<file path="src/rtl/otter_mem_port_arbiter_if.sv">
// Bus bundle between the OTTER pipeline's two memory ports (fetch IF, data D),
// the shared memory (M) and the arbiter that multiplexes them.
//
// Handshake: a requester raises x_REQ with its fields and holds them stable
// until the arbiter answers with a one-cycle x_ACK. x_DATA is valid in that
// ACK cycle. The requester may present its next request in the ACK cycle.
// Toward memory, M_REQ is held with its fields until the cycle M_ACK=1.
// M_RDATA is valid in that same cycle. M_ACK is ignored while M_REQ=0.
interface otter_mem_port_arbiter_if;
  logic        IF_REQ;
  logic [31:0] IF_ADDR;
  logic        IF_ACK;
  logic [31:0] IF_DATA;

  logic        D_REQ;
  logic        D_WE;
  logic [31:0] D_ADDR;
  logic [31:0] D_WDATA;
  logic [1:0]  D_SIZE;
  logic        D_SIGN;
  logic        D_ACK;
  logic [31:0] D_RDATA;

  logic        M_REQ;
  logic        M_WE;
  logic [31:0] M_ADDR;
  logic [31:0] M_WDATA;
  logic [1:0]  M_SIZE;
  logic        M_SIGN;
  logic        M_ACK;
  logic [31:0] M_RDATA;

  logic        ERR;

  // Environment side: the pipeline requesters plus the memory responder.
  modport master (
    output IF_REQ, IF_ADDR,
    input  IF_ACK, IF_DATA,
    output D_REQ, D_WE, D_ADDR, D_WDATA, D_SIZE, D_SIGN,
    input  D_ACK, D_RDATA,
    input  M_REQ, M_WE, M_ADDR, M_WDATA, M_SIZE, M_SIGN,
    output M_ACK, M_RDATA,
    input  ERR
  );

  // Arbiter side.
  modport slave (
    input  IF_REQ, IF_ADDR,
    output IF_ACK, IF_DATA,
    input  D_REQ, D_WE, D_ADDR, D_WDATA, D_SIZE, D_SIGN,
    output D_ACK, D_RDATA,
    output M_REQ, M_WE, M_ADDR, M_WDATA, M_SIZE, M_SIGN,
    input  M_ACK, M_RDATA,
    output ERR
  );
endinterface

</file>
<file path="src/rtl/otter_mem_port_arbiter.sv">
// Shares one single-ported, variable-latency memory between OTTER instruction
// fetch and the MEM-stage data port. Data has fixed priority, but after
// MAX_D_BURST back-to-back data grants with a fetch waiting, the fetch is
// forced through. Each memory transaction is aborted after TIMEOUT busy
// cycles (0 = never), returning ERR_DATA with a one-cycle ERR pulse.
module otter_mem_port_arbiter #(
  parameter int          MAX_D_BURST = 4,
  parameter int          TIMEOUT     = 64,
  parameter logic [31:0] ERR_DATA    = 32'h0000_0000
) (
  input  logic                           CLK,
  input  logic                           RESET,
  otter_mem_port_arbiter_if.slave        bus,
  output logic [1:0]                     dbg_state
);

  localparam int BW = $clog2(MAX_D_BURST + 1);
  localparam int TW = (TIMEOUT > 0) ? $clog2(TIMEOUT + 1) : 1;
  localparam logic [BW-1:0] BURST_LIMIT = BW'(MAX_D_BURST);
  localparam logic [TW-1:0] TO_LAST     = TW'((TIMEOUT > 0) ? TIMEOUT - 1 : 0);
  localparam logic          TO_EN       = (TIMEOUT > 0);

  typedef enum logic [1:0] {
    IDLE   = 2'd0,
    BUSY_I = 2'd1,
    BUSY_D = 2'd2
  } state_t;

  state_t        state;
  logic [BW-1:0] dburst;
  logic [TW-1:0] to_cnt;

  logic if_elig;
  logic d_elig;
  logic grant_d;
  logic grant_i;
  logic to_hit;

  assign dbg_state = state;

  // Grant decision: a requester whose ACK is high this cycle is swapping in
  // its next request and must not be granted at this edge.
  always_comb begin
    if_elig = bus.IF_REQ & ~bus.IF_ACK;
    d_elig  = bus.D_REQ & ~bus.D_ACK;
    grant_d = (state == IDLE) & d_elig & ((dburst < BURST_LIMIT) | ~if_elig);
    grant_i = (state == IDLE) & ~grant_d & if_elig;
    to_hit  = TO_EN & (to_cnt == TO_LAST);
  end

  // Grant FSM with registered outputs, burst limiter and timeout counter.
  always_ff @(posedge CLK or posedge RESET) begin
    if (RESET) begin
      state       <= IDLE;
      dburst      <= '0;
      to_cnt      <= '0;
      bus.IF_ACK  <= 1'b0;
      bus.IF_DATA <= '0;
      bus.D_ACK   <= 1'b0;
      bus.D_RDATA <= '0;
      bus.M_REQ   <= 1'b0;
      bus.M_WE    <= 1'b0;
      bus.M_ADDR  <= '0;
      bus.M_WDATA <= '0;
      bus.M_SIZE  <= '0;
      bus.M_SIGN  <= 1'b0;
      bus.ERR     <= 1'b0;
    end else begin
      bus.IF_ACK <= 1'b0;
      bus.D_ACK  <= 1'b0;
      bus.ERR    <= 1'b0;

      // Count data grants only while a fetch is actually waiting.
      if (!bus.IF_REQ || grant_i) begin
        dburst <= '0;
      end else if (grant_d && (dburst < BURST_LIMIT)) begin
        dburst <= dburst + 1'b1;
      end

      case (state)
        IDLE: begin
          if (grant_d) begin
            bus.M_REQ   <= 1'b1;
            bus.M_WE    <= bus.D_WE;
            bus.M_ADDR  <= bus.D_ADDR;
            bus.M_WDATA <= bus.D_WDATA;
            bus.M_SIZE  <= bus.D_SIZE;
            bus.M_SIGN  <= bus.D_SIGN;
            to_cnt      <= '0;
            state       <= BUSY_D;
          end else if (grant_i) begin
            // A fetch is always a full-word read.
            bus.M_REQ   <= 1'b1;
            bus.M_WE    <= 1'b0;
            bus.M_ADDR  <= bus.IF_ADDR;
            bus.M_WDATA <= '0;
            bus.M_SIZE  <= 2'b10;
            bus.M_SIGN  <= 1'b0;
            to_cnt      <= '0;
            state       <= BUSY_I;
          end
        end

        BUSY_I, BUSY_D: begin
          if (bus.M_ACK) begin
            // Memory answer beats a simultaneous timeout.
            bus.M_REQ <= 1'b0;
            if (state == BUSY_I) begin
              bus.IF_DATA <= bus.M_RDATA;
              bus.IF_ACK  <= 1'b1;
            end else begin
              bus.D_RDATA <= bus.M_RDATA;
              bus.D_ACK   <= 1'b1;
            end
            state <= IDLE;
          end else if (to_hit) begin
            bus.M_REQ <= 1'b0;
            bus.ERR   <= 1'b1;
            if (state == BUSY_I) begin
              bus.IF_DATA <= ERR_DATA;
              bus.IF_ACK  <= 1'b1;
            end else begin
              bus.D_RDATA <= ERR_DATA;
              bus.D_ACK   <= 1'b1;
            end
            state <= IDLE;
          end else begin
            to_cnt <= to_cnt + 1'b1;
          end
        end

        default: state <= IDLE;
      endcase
    end
  end

endmodule
</file>
<file path="src/flat_wrapper.sv">
// flat-port wrapper written by rule: the top's interface ports become plain ports
module otter_mem_port_arbiter_flat 
#(
  parameter int          MAX_D_BURST = 4,
  parameter int          TIMEOUT     = 64,
  parameter logic [31:0] ERR_DATA    = 32'h0000_0000
)
  (CLK, RESET, dbg_state, bus_IF_REQ, bus_IF_ADDR, bus_IF_ACK, bus_IF_DATA, bus_D_REQ, bus_D_WE, bus_D_ADDR, bus_D_WDATA, bus_D_SIZE, bus_D_SIGN, bus_D_ACK, bus_D_RDATA, bus_M_REQ, bus_M_WE, bus_M_ADDR, bus_M_WDATA, bus_M_SIZE, bus_M_SIGN, bus_M_ACK, bus_M_RDATA, bus_ERR);
  otter_mem_port_arbiter_if bus_i ();
  input  logic CLK;
  input  logic RESET;
  output logic [1:0] dbg_state;
  input wire logic [$bits(bus_i.IF_REQ)-1:0] bus_IF_REQ;
  input wire logic [$bits(bus_i.IF_ADDR)-1:0] bus_IF_ADDR;
  output wire logic [$bits(bus_i.IF_ACK)-1:0] bus_IF_ACK;
  output wire logic [$bits(bus_i.IF_DATA)-1:0] bus_IF_DATA;
  input wire logic [$bits(bus_i.D_REQ)-1:0] bus_D_REQ;
  input wire logic [$bits(bus_i.D_WE)-1:0] bus_D_WE;
  input wire logic [$bits(bus_i.D_ADDR)-1:0] bus_D_ADDR;
  input wire logic [$bits(bus_i.D_WDATA)-1:0] bus_D_WDATA;
  input wire logic [$bits(bus_i.D_SIZE)-1:0] bus_D_SIZE;
  input wire logic [$bits(bus_i.D_SIGN)-1:0] bus_D_SIGN;
  output wire logic [$bits(bus_i.D_ACK)-1:0] bus_D_ACK;
  output wire logic [$bits(bus_i.D_RDATA)-1:0] bus_D_RDATA;
  output wire logic [$bits(bus_i.M_REQ)-1:0] bus_M_REQ;
  output wire logic [$bits(bus_i.M_WE)-1:0] bus_M_WE;
  output wire logic [$bits(bus_i.M_ADDR)-1:0] bus_M_ADDR;
  output wire logic [$bits(bus_i.M_WDATA)-1:0] bus_M_WDATA;
  output wire logic [$bits(bus_i.M_SIZE)-1:0] bus_M_SIZE;
  output wire logic [$bits(bus_i.M_SIGN)-1:0] bus_M_SIGN;
  input wire logic [$bits(bus_i.M_ACK)-1:0] bus_M_ACK;
  input wire logic [$bits(bus_i.M_RDATA)-1:0] bus_M_RDATA;
  output wire logic [$bits(bus_i.ERR)-1:0] bus_ERR;
  assign bus_i.IF_REQ = bus_IF_REQ;
  assign bus_i.IF_ADDR = bus_IF_ADDR;
  assign bus_IF_ACK = bus_i.IF_ACK;
  assign bus_IF_DATA = bus_i.IF_DATA;
  assign bus_i.D_REQ = bus_D_REQ;
  assign bus_i.D_WE = bus_D_WE;
  assign bus_i.D_ADDR = bus_D_ADDR;
  assign bus_i.D_WDATA = bus_D_WDATA;
  assign bus_i.D_SIZE = bus_D_SIZE;
  assign bus_i.D_SIGN = bus_D_SIGN;
  assign bus_D_ACK = bus_i.D_ACK;
  assign bus_D_RDATA = bus_i.D_RDATA;
  assign bus_M_REQ = bus_i.M_REQ;
  assign bus_M_WE = bus_i.M_WE;
  assign bus_M_ADDR = bus_i.M_ADDR;
  assign bus_M_WDATA = bus_i.M_WDATA;
  assign bus_M_SIZE = bus_i.M_SIZE;
  assign bus_M_SIGN = bus_i.M_SIGN;
  assign bus_i.M_ACK = bus_M_ACK;
  assign bus_i.M_RDATA = bus_M_RDATA;
  assign bus_ERR = bus_i.ERR;
  otter_mem_port_arbiter #(.MAX_D_BURST(MAX_D_BURST), .TIMEOUT(TIMEOUT), .ERR_DATA(ERR_DATA)) u_core (.CLK(CLK), .RESET(RESET), .bus(bus_i), .dbg_state(dbg_state));
endmodule
</file>
<file path="config.mk">
export PLATFORM = sky130hd
export DESIGN_NAME = otter_mem_port_arbiter_flat
export DESIGN_NICKNAME = d
export VERILOG_FILES = /design/src/rtl/otter_mem_port_arbiter_if.sv /design/src/rtl/otter_mem_port_arbiter.sv /design/src/flat_wrapper.sv
export SDC_FILE = /design/constraint.sdc
export NUM_CORES = 1
export LEC_CHECK = 0
export BUFFER_PORTS_ARGS = -buffer_cell sky130_fd_sc_hd__buf_2
export CORE_MARGIN = 5
export CORE_UTILIZATION = 29
export DETAILED_ROUTE_END_ITERATION = 10
export PLACE_DENSITY = 0.59
export SLEW_MARGIN = 20
export SYNTH_ARGS = -nofsm -noshare
export SYNTH_HDL_FRONTEND = slang
export SYNTH_SLANG_ARGS = --single-unit
</file>
<file path="constraint.sdc">
create_clock -name CLK -period 11.3 [get_ports CLK]
set_input_delay 1.695 -clock CLK [delete_from_list [all_inputs] [get_ports CLK]]
set_output_delay 1.695 -clock CLK [all_outputs]
set_load 0.03 [all_outputs]
</file>
==> reports/metrics.yaml, run 1 <==
worst_setup_path:
  critPathMaxFanout: 79
  rrSetupSlack_ns: 9.10
  cp-end-kind: "asynchronous set/reset pin"
  reg2reg_from: "u_core.dbg_state[1]"
  r2r_end: "u_core.to_cnt[1]"
  r2r_cells: 6
  startpoint: "RESET"
  critPathSlowestCell: "buf_4"
  max_stage_delay_ns: 0.79
  worstPathRequired_ns: 11.73
  crit_path_cell_trace: "buf_2 > inv_6 > buf_4"
  worstSetupPathType: "in2async"
  crit_buf_inv: 3
  crit_family: "buffers and inverters"
  start_kind: "primary input"
  cp.arrival_ns: 3.22
global_routing:
  grt_pass1_wl_um: 26640
  grt_overflow: 0
  antenna_found_initial: 1
  grt_pass1_vias: 4837
  gr-usage-all-layers_pct: 14.19
  grt_max_degree: 104
die:
  boundaryPins: 275
  coreArea_sq_um: 20100
  start_util_pct: 29.33
  die_h_um: 152.6
  fp-row-count: 52
  dieArea_sq_um: 23290
  die_w_um: 152.6
hold_path:
  hold_start: "u_core.bus.M_ADDR[8]"
  hold_end: "u_core.bus.M_ADDR[8]"
  hold_depth: 2
  hp-class: "reg2reg"
route:
  drt_iter0_markers: 157
  wl_per_cell_um: 16.53
  vias: 4680
  ant_nets: 0
  drc: 0
  wirelength_um: 16660
  vias_per_cell: 4.643
  drt_first_pass_iters: 4
cells_and_area:
  drive_gt1_share_pct: 43.22
  fin_nets: 867
  fin_cells: 1008
  postLayoutCoreUtil_pct: 40.30
  area_growth_pct: 37.39
  fillers: 1957
  diodes: 0
clocking:
  cts_buffers: 17
  cts_resized: 0
  cts_sinks: 148
  path_clk_slew_ns: 0.06
  ctsHoldBuffers: 0
  cts_tree: "done"
  cts_root_buf: "clkbuf_16"
  clk_path_buf_depth: 2
  htree_levels: 4
  post_cts_buffers: 0
  clk_latency_ns: 0.42
sta:
  drv_slew: 0
  tns_ns: 0
  tightest_slew_ns: 0.8704
  layout_min_cycle_time_ns: 2.794
  timing.hold.ws_ns: 0.4784
  finalSetupViolations: 0
  period_share_pct: 24.73
  rsz0062_at_grt: "false"
  hold_viol_final: 0
  fmax_mhz: 357.9
  fin_skew_ns: 0.01275
  slew_headroom_pct: 41.97
synth:
  synth_edf_count: 0
  synthFlopType: "dfrtp_1"
  netlist.area_leader.share_pct: 62.81
  synth-seq-cells: 148
  synthCells: 461
  yosysTopAreaCell: "dfrtp_1"
  ys_warn_count: 0
  avgSynthCellArea_sq_um: 12.79
  synthesis.area_sq_um: 5897
  synth_cell_types: 36
  seq_area_frac_synth_pct: 62.81
  ys_async_sr_fraction_pct: 100.0
  ys_top_cells_by_area: "dfrtp_1 63%, a22o_1 15%, mux2i_1 5.4%"
  synth_fp_nets: 603
status:
  outcome: "finished, final reports clean"
power:
  ir_drop_mv: 0.1691
  power_density_nw_per_um2: 346.8
  p_leak_nw: 4.329
  total_power_mw: 2.810
place:
  dp_cells: 975
  gp_congestion: 0.8017
  place_hpwl_um: 11670
  port_buffers: 274
job:
  max_cap_violations: 0
logic make-up after synthesis:
family | after synthesis | synth area share [%]
flops | 148 | 62.80
mux | 32 | 5.432
fa+ha+maj | 5 | 1.061
compound gates | 161 | 21.22
buf+inv | 44 | 3.713
simple gates | 71 | 5.771
layer usage:
layer  vias to the layer above  GRT usage [%]  share of wire, %
li1                       2239              -                 -
met1                      2204          19.40                47
met2                       219          20.72                43
met3                        16          5.993               8.4
met4                         2          4.031               1.2
met5                         -              0             0.078
worst max-delay path by stage:
stage                        endpoint  cells after the start
2_1_floorplan        u_core.bus.D_ACK                      1
3_3_place_gp         u_core.to_cnt[4]                      5
3_5_place_dp         u_core.to_cnt[2]                      5
4_1_cts              u_core.to_cnt[5]                      5
5_1_grt        u_core.bus.IF_DATA[18]                      3
6_report       u_core.bus.D_RDATA[19]                      3
where the power goes:
part | internal (mW) | total, mW | switching (mW)
logic | 0.438 | 1.33 | 0.895
clock network | 0.315 | 0.562 | 0.248
registers | 0.777 | 0.914 | 0.138
total | 1.53 | 2.81 | 1.28
state kept, by name, indices dropped and copies added, names as in the netlist, 2 cells and up:
register / flops
u_core.dburst: 3
u_core.to_cnt: 7
u_core.bus.M_WDATA: 32
u_core.bus.IF_DATA: 32
u_core.bus.D_RDATA: 32
u_core.bus.M_ADDR: 32
u_core.dbg_state: 2
u_core.bus.M_SIZE: 2
cell usage in the layout (no fill, tap or decap), drive strengths merged, types with 3 or more instances in the layout:
cell type | synthesis | final
o21ai | 35 | 35
mux2i | 32 | 32
and3 | 5 | 5
clkbuf | 23 | 17
nor2 | 4 | 4
nand2b | 5 | 5
inv | 7 | 17
ha | 5 | 5
a21oi | 7 | 7
a211o | 5 | 5
dfrtp | 148 | 148
buf | 14 | 282
a22o | 100 | 100
nand3b | 3 | 3
nand2 | 41 | 41
Yosys cell counts (3+ instances only):
cell / n
clkbuf_1: 23
nand3b_1: 3
inv_1: 7
dfrtp_1: 148
nand2b_1: 5
a22o_1: 100
nand2_1: 41
o21ai_0: 35
mux2i_1: 32
a21oi_1: 5
buf_6: 5
nor2_1: 4
buf_2: 7
and3_1: 5
a211o_1: 5
ha_1: 5
tightest hold or removal path, stage by stage, from the launching register on:
cell	delay [ns]
dfrtp_1	0.34
nand2_1	0.05
o21ai_0	0.06
cell type report:
cell class	count	area, sq um	share of cell area [%]
clock buffer	17	425.4	5.251
clock inverter	15	163.9	2.023
inverter	7	31.28	0.3861
multi-input combinational	269	1988	24.54
sequential	148	3704	45.71
tap	270	337.8	4.170
timing repair buffer	282	1451	17.92
per-stage QoR:
stage          cell area (sq um)  setup slack [ns]
2_1_floorplan               5897             5.625
3_3_place_gp                7485             7.895
5_1_grt                     8102             8.177
4_1_cts                     8074             8.342
3_5_place_dp                7485             7.891
6_report                    8102             8.506
Note: power is estimated with default switching activity, not from simulation.
==> run 2, diff against run 1 <==
--- a/config.mk
+++ b/config.mk
@@ -5,11 +5,12 @@
 export SDC_FILE = /design/constraint.sdc
 export NUM_CORES = 1
 export LEC_CHECK = 0
+export ABC_AREA = 1
 export BUFFER_PORTS_ARGS = -buffer_cell sky130_fd_sc_hd__buf_2
 export CORE_MARGIN = 5
 export CORE_UTILIZATION = 29
 export DETAILED_ROUTE_END_ITERATION = 10
-export PLACE_DENSITY = 0.59
+export PLACE_DENSITY = 0.6
 export SLEW_MARGIN = 20
 export SYNTH_ARGS = -nofsm -noshare
 export SYNTH_HDL_FRONTEND = slang
==> constraint.sdc (replaced) <==
create_clock -name CLK -period 2.3 [get_ports CLK]
set_input_delay 0.345 -clock CLK [delete_from_list [all_inputs] [get_ports CLK]]
set_output_delay 0.345 -clock CLK [all_outputs]
set_load 0.03 [all_outputs]
==> run 2 against run 1 <==
Net effect:
- final cell count rose by 34%
- combinational power increased to 5.2 times the previous value
- die area is 11% higher
- synthesized cell count increased by 74%
- sequential cell count did not move
- clock power rose to 5.3 times the previous value
- power rose to 5.0 times the previous value
- via count up 35%
==> reports/metrics.yaml, run 2 <==
sta:
  fmax_mhz: 541.5
  layout_min_cycle_time_ns: 1.847
  layout_setup_ws_ns: 0.4533  # -8.052 ns
  hold_viol_final: 0  # unchanged
  tns_ns: 0  # unchanged
  tightest_slew_ns: 0.7117  # -0.1587 ns
  rsz0062_at_grt: "false"
  finalSetupViolations: 0  # unchanged
  period_share_pct: 80.29
  slew_headroom_pct: 52.56  # +11 points
  fin_skew_ns: 0.007895  # -0.004852 ns
  timing.hold.ws_ns: 0.07751  # -0.4009 ns
  drv_slew: 0  # unchanged
worst_setup_path:
  worstPathRequired_ns: 2.58  # -9.15 ns
  max_stage_delay_ns: 0.42  # -0.37 ns
  crit_path_cell_trace: "inv_1 > ha_2 > buf_4 > nand3_1 > nand3_1 > o21ai_0"
  start_kind: "register"
  crit_family: "simple AND/OR/NAND/NOR gates"
  crit_buf_inv: 2  # -1
  worstSetupPathType: "reg2reg"
  critPathSlowestCell: "dfrtp_1"
  cp-end-kind: "register"
  critPathMaxFanout: 14  # -82%
  cp.arrival_ns: 2.12  # -1.10 ns
  cpMostUsedCell: "nand3_1"
synth:
  ys_warn_count: 0  # unchanged
  seq_area_frac_synth_pct: 56.18  # -6.6 points
  ys_top_cells_by_area: "dfrtp_1 56%, nand2_1 22%, nand4_1 6.2%"
  synth_edf_count: 0  # unchanged
  yosysMostFrequentCell: "nand2_1"
  synthCells: 802  # +74%
  avgSynthCellArea_sq_um: 8.220  # -36%
  synth_common_cells: "395 x nand2_1, 148 x dfrtp_1, 76 x nand3_1"
  synth_fp_nets: 944  # +57%
  synth-seq-cells: 148  # unchanged
  netlist.area_leader.share_pct: 56.18  # -6.6 points
  synthesis.area_sq_um: 6593  # +12%
  synthFlopType: "dfrtp_1"
  ys_async_sr_fraction_pct: 100.0  # unchanged
  synth_cell_types: 23  # -36%
  yosysTopAreaCell: "dfrtp_1"
cells_and_area:
  drive_gt1_share_pct: 31.05  # -12 points
  fillers: 2302  # +18%
  stdcell_area_sq_um: 8848  # +9.2%
  fin_nets: 1195  # +38%
  final_cell_mix: "394 x nand2_1, 274 x buf_2, 148 x dfrtp_1, 76 x nand3_1, 65 x nand4_1"
  final_common_cell: "nand2_1"
  area_growth_pct: 34.22
clocking:
  cts_sinks: 148  # unchanged
  post_cts_buffers: 0  # unchanged
  cts_tree: "done"
  cts_root_buf: "clkbuf_16"
  path_clk_slew_ns: 0.07  # about the same
  ctsHoldBuffers: 0  # unchanged
  clk_path_buf_depth: 2  # unchanged
  clk_latency_ns: 0.42  # about the same
  htree_levels: 4  # unchanged
  cts_resized: 0  # unchanged
  cts_buffers: 17  # unchanged
die:
  coreArea_sq_um: 22500  # +12%
  fp-row-count: 55  # +5.8%
  boundaryPins: 275  # unchanged
  die_h_um: 160.8  # +5.4%
  start_util_pct: 29.30  # -0.035 points
  die_w_um: 160.8  # +5.4%
  dieArea_sq_um: 25850  # +11%
route:
  drc: 0  # unchanged
  wirelength_um: 21080  # +27%
  ant_nets: 0  # unchanged
  drt_iter0_markers: 349  # +120%
  vias: 6319  # +35%
  wl_per_cell_um: 15.59  # -5.7%
  drt_first_pass_iters: 4  # unchanged
  vias_per_cell: 4.674  # +0.67%
power:
  power_density_nw_per_um2: 1598  # +360%
  ir_drop_mv: 0.7316  # +330%
  p_leak_nw: 5.069  # +17%
  total_power_mw: 14.14  # +400%
global_routing:
  grt_pass1_vias: 6237  # +29%
  grt_overflow: 0  # unchanged
  gr-usage-all-layers_pct: 16.15  # +2.0 points
  grt_pass1_wl_um: 33820  # +27%
  antenna_found_initial: 4  # +3
  grt_max_degree: 97  # -6.7%
place:
  port_buffers: 274  # unchanged
  place_hpwl_um: 14820  # +27%
  gp_congestion: 0.7826  # -2.4%
  place_ws_ns: 0.4604  # -7.430 ns
  dpl_cell_area_sq_um: 8212  # +9.7%
job:
  max_cap_violations: 0  # unchanged
hold_path:
  hp-class: "in2async"
status:
  outcome: "finished, final reports clean"
[run 2: changes by cell type after synthesis, moves of 11 or more]
cell,previous run,this run
nand4_1,0,65
mux2i_1,32,0
nand2_1,41,395
nand3_1,2,76
o21ai_0,35,12
inv_1,7,18
buf_2,7,26
a22o_1,100,0
[run 2: cell families (layout without fill, tap and decap cells)]
| kind of cell | count (synthesis) | in the layout | share of synthesized area [%] |
|---|---|---|---|
| AO/OA/AOI/OAI | 18 | 18 | 1.708 |
| XOR/XNOR | 1 | 1 | 0.1329 |
| adder cells (fa/ha/maj) | 5 | 5 | 0.9489 |
| buffers and inverters | 75 | 339 | 5.105 |
| flip-flops | 148 | 148 | 56.18 |
| other | 0 | 1 | 0 |
| AND/OR/NAND/NOR | 555 | 555 | 35.93 |
[run 2: power by group]
group	switching (mW)	total [mW]	internal, mW
sequential	0.608	4.33	3.72
combinational	5.03	6.85	1.83
clock	1.28	2.96	1.68
[run 2: path summary, 6_finish.rpt]
path / start / endpoint / slack (ns) / cells after the start
max in group asynchronous: RESET / u_core.bus.M_WDATA[27] / 1.66 / 3
min in group CLK: bus_D_WDATA[9] / u_core.bus.M_WDATA[9] / 0.16 / 3
worst max register to register: u_core.dbg_state[0] / u_core.to_cnt[6] / 0.45 / 6
worst min register to register: u_core.bus.IF_DATA[30] / u_core.bus.IF_DATA[30] / 0.46 / 2
worst max-delay path: u_core.dbg_state[0] / u_core.to_cnt[6] / 0.45 / 6
worst min-delay path: RESET / u_core.bus.D_ACK / 0.08 / 3
[run 2: layout make-up]
type                    instances  area [sq um]  area share [%]
diodes                          1         2.502         0.02828
clock buffers                  17         425.4           4.808
clock inverters                15         209.0           2.361
inverters                      19         75.07          0.8484
multi-input cells             579          2562           28.96
flip-flops and latches        148          3704           41.86
well taps                     285         356.6           4.030
repair buffers                288          1514           17.11
[run 2: layer usage]
metal / share of wire [%] / vias to the layer above / track usage [%] / wire, um
li1: - / 3112 / - / -
met1: 43 / 2938 / 20.92 / 9148
met2: 44 / 248 / 24.46 / 9174
met3: 12 / 15 / 8.006 / 2533
met4: 0.85 / 6 / 3.606 / 180
met5: 0.19 / - / 0 / 41
[run 2: stage by stage]
stage	util (%)	instances
after floorplan	-	802
after global placement	36.49	1319
after detailed placement	36.49	1319
after CTS	39.31	1351
after global routing	39.32	1352
final	39.32	1352
[run 2: tightest hold or removal path, delay by kind of cell]
family / cells / cell delay (ns)
buffers and inverters: 3 / 0.57
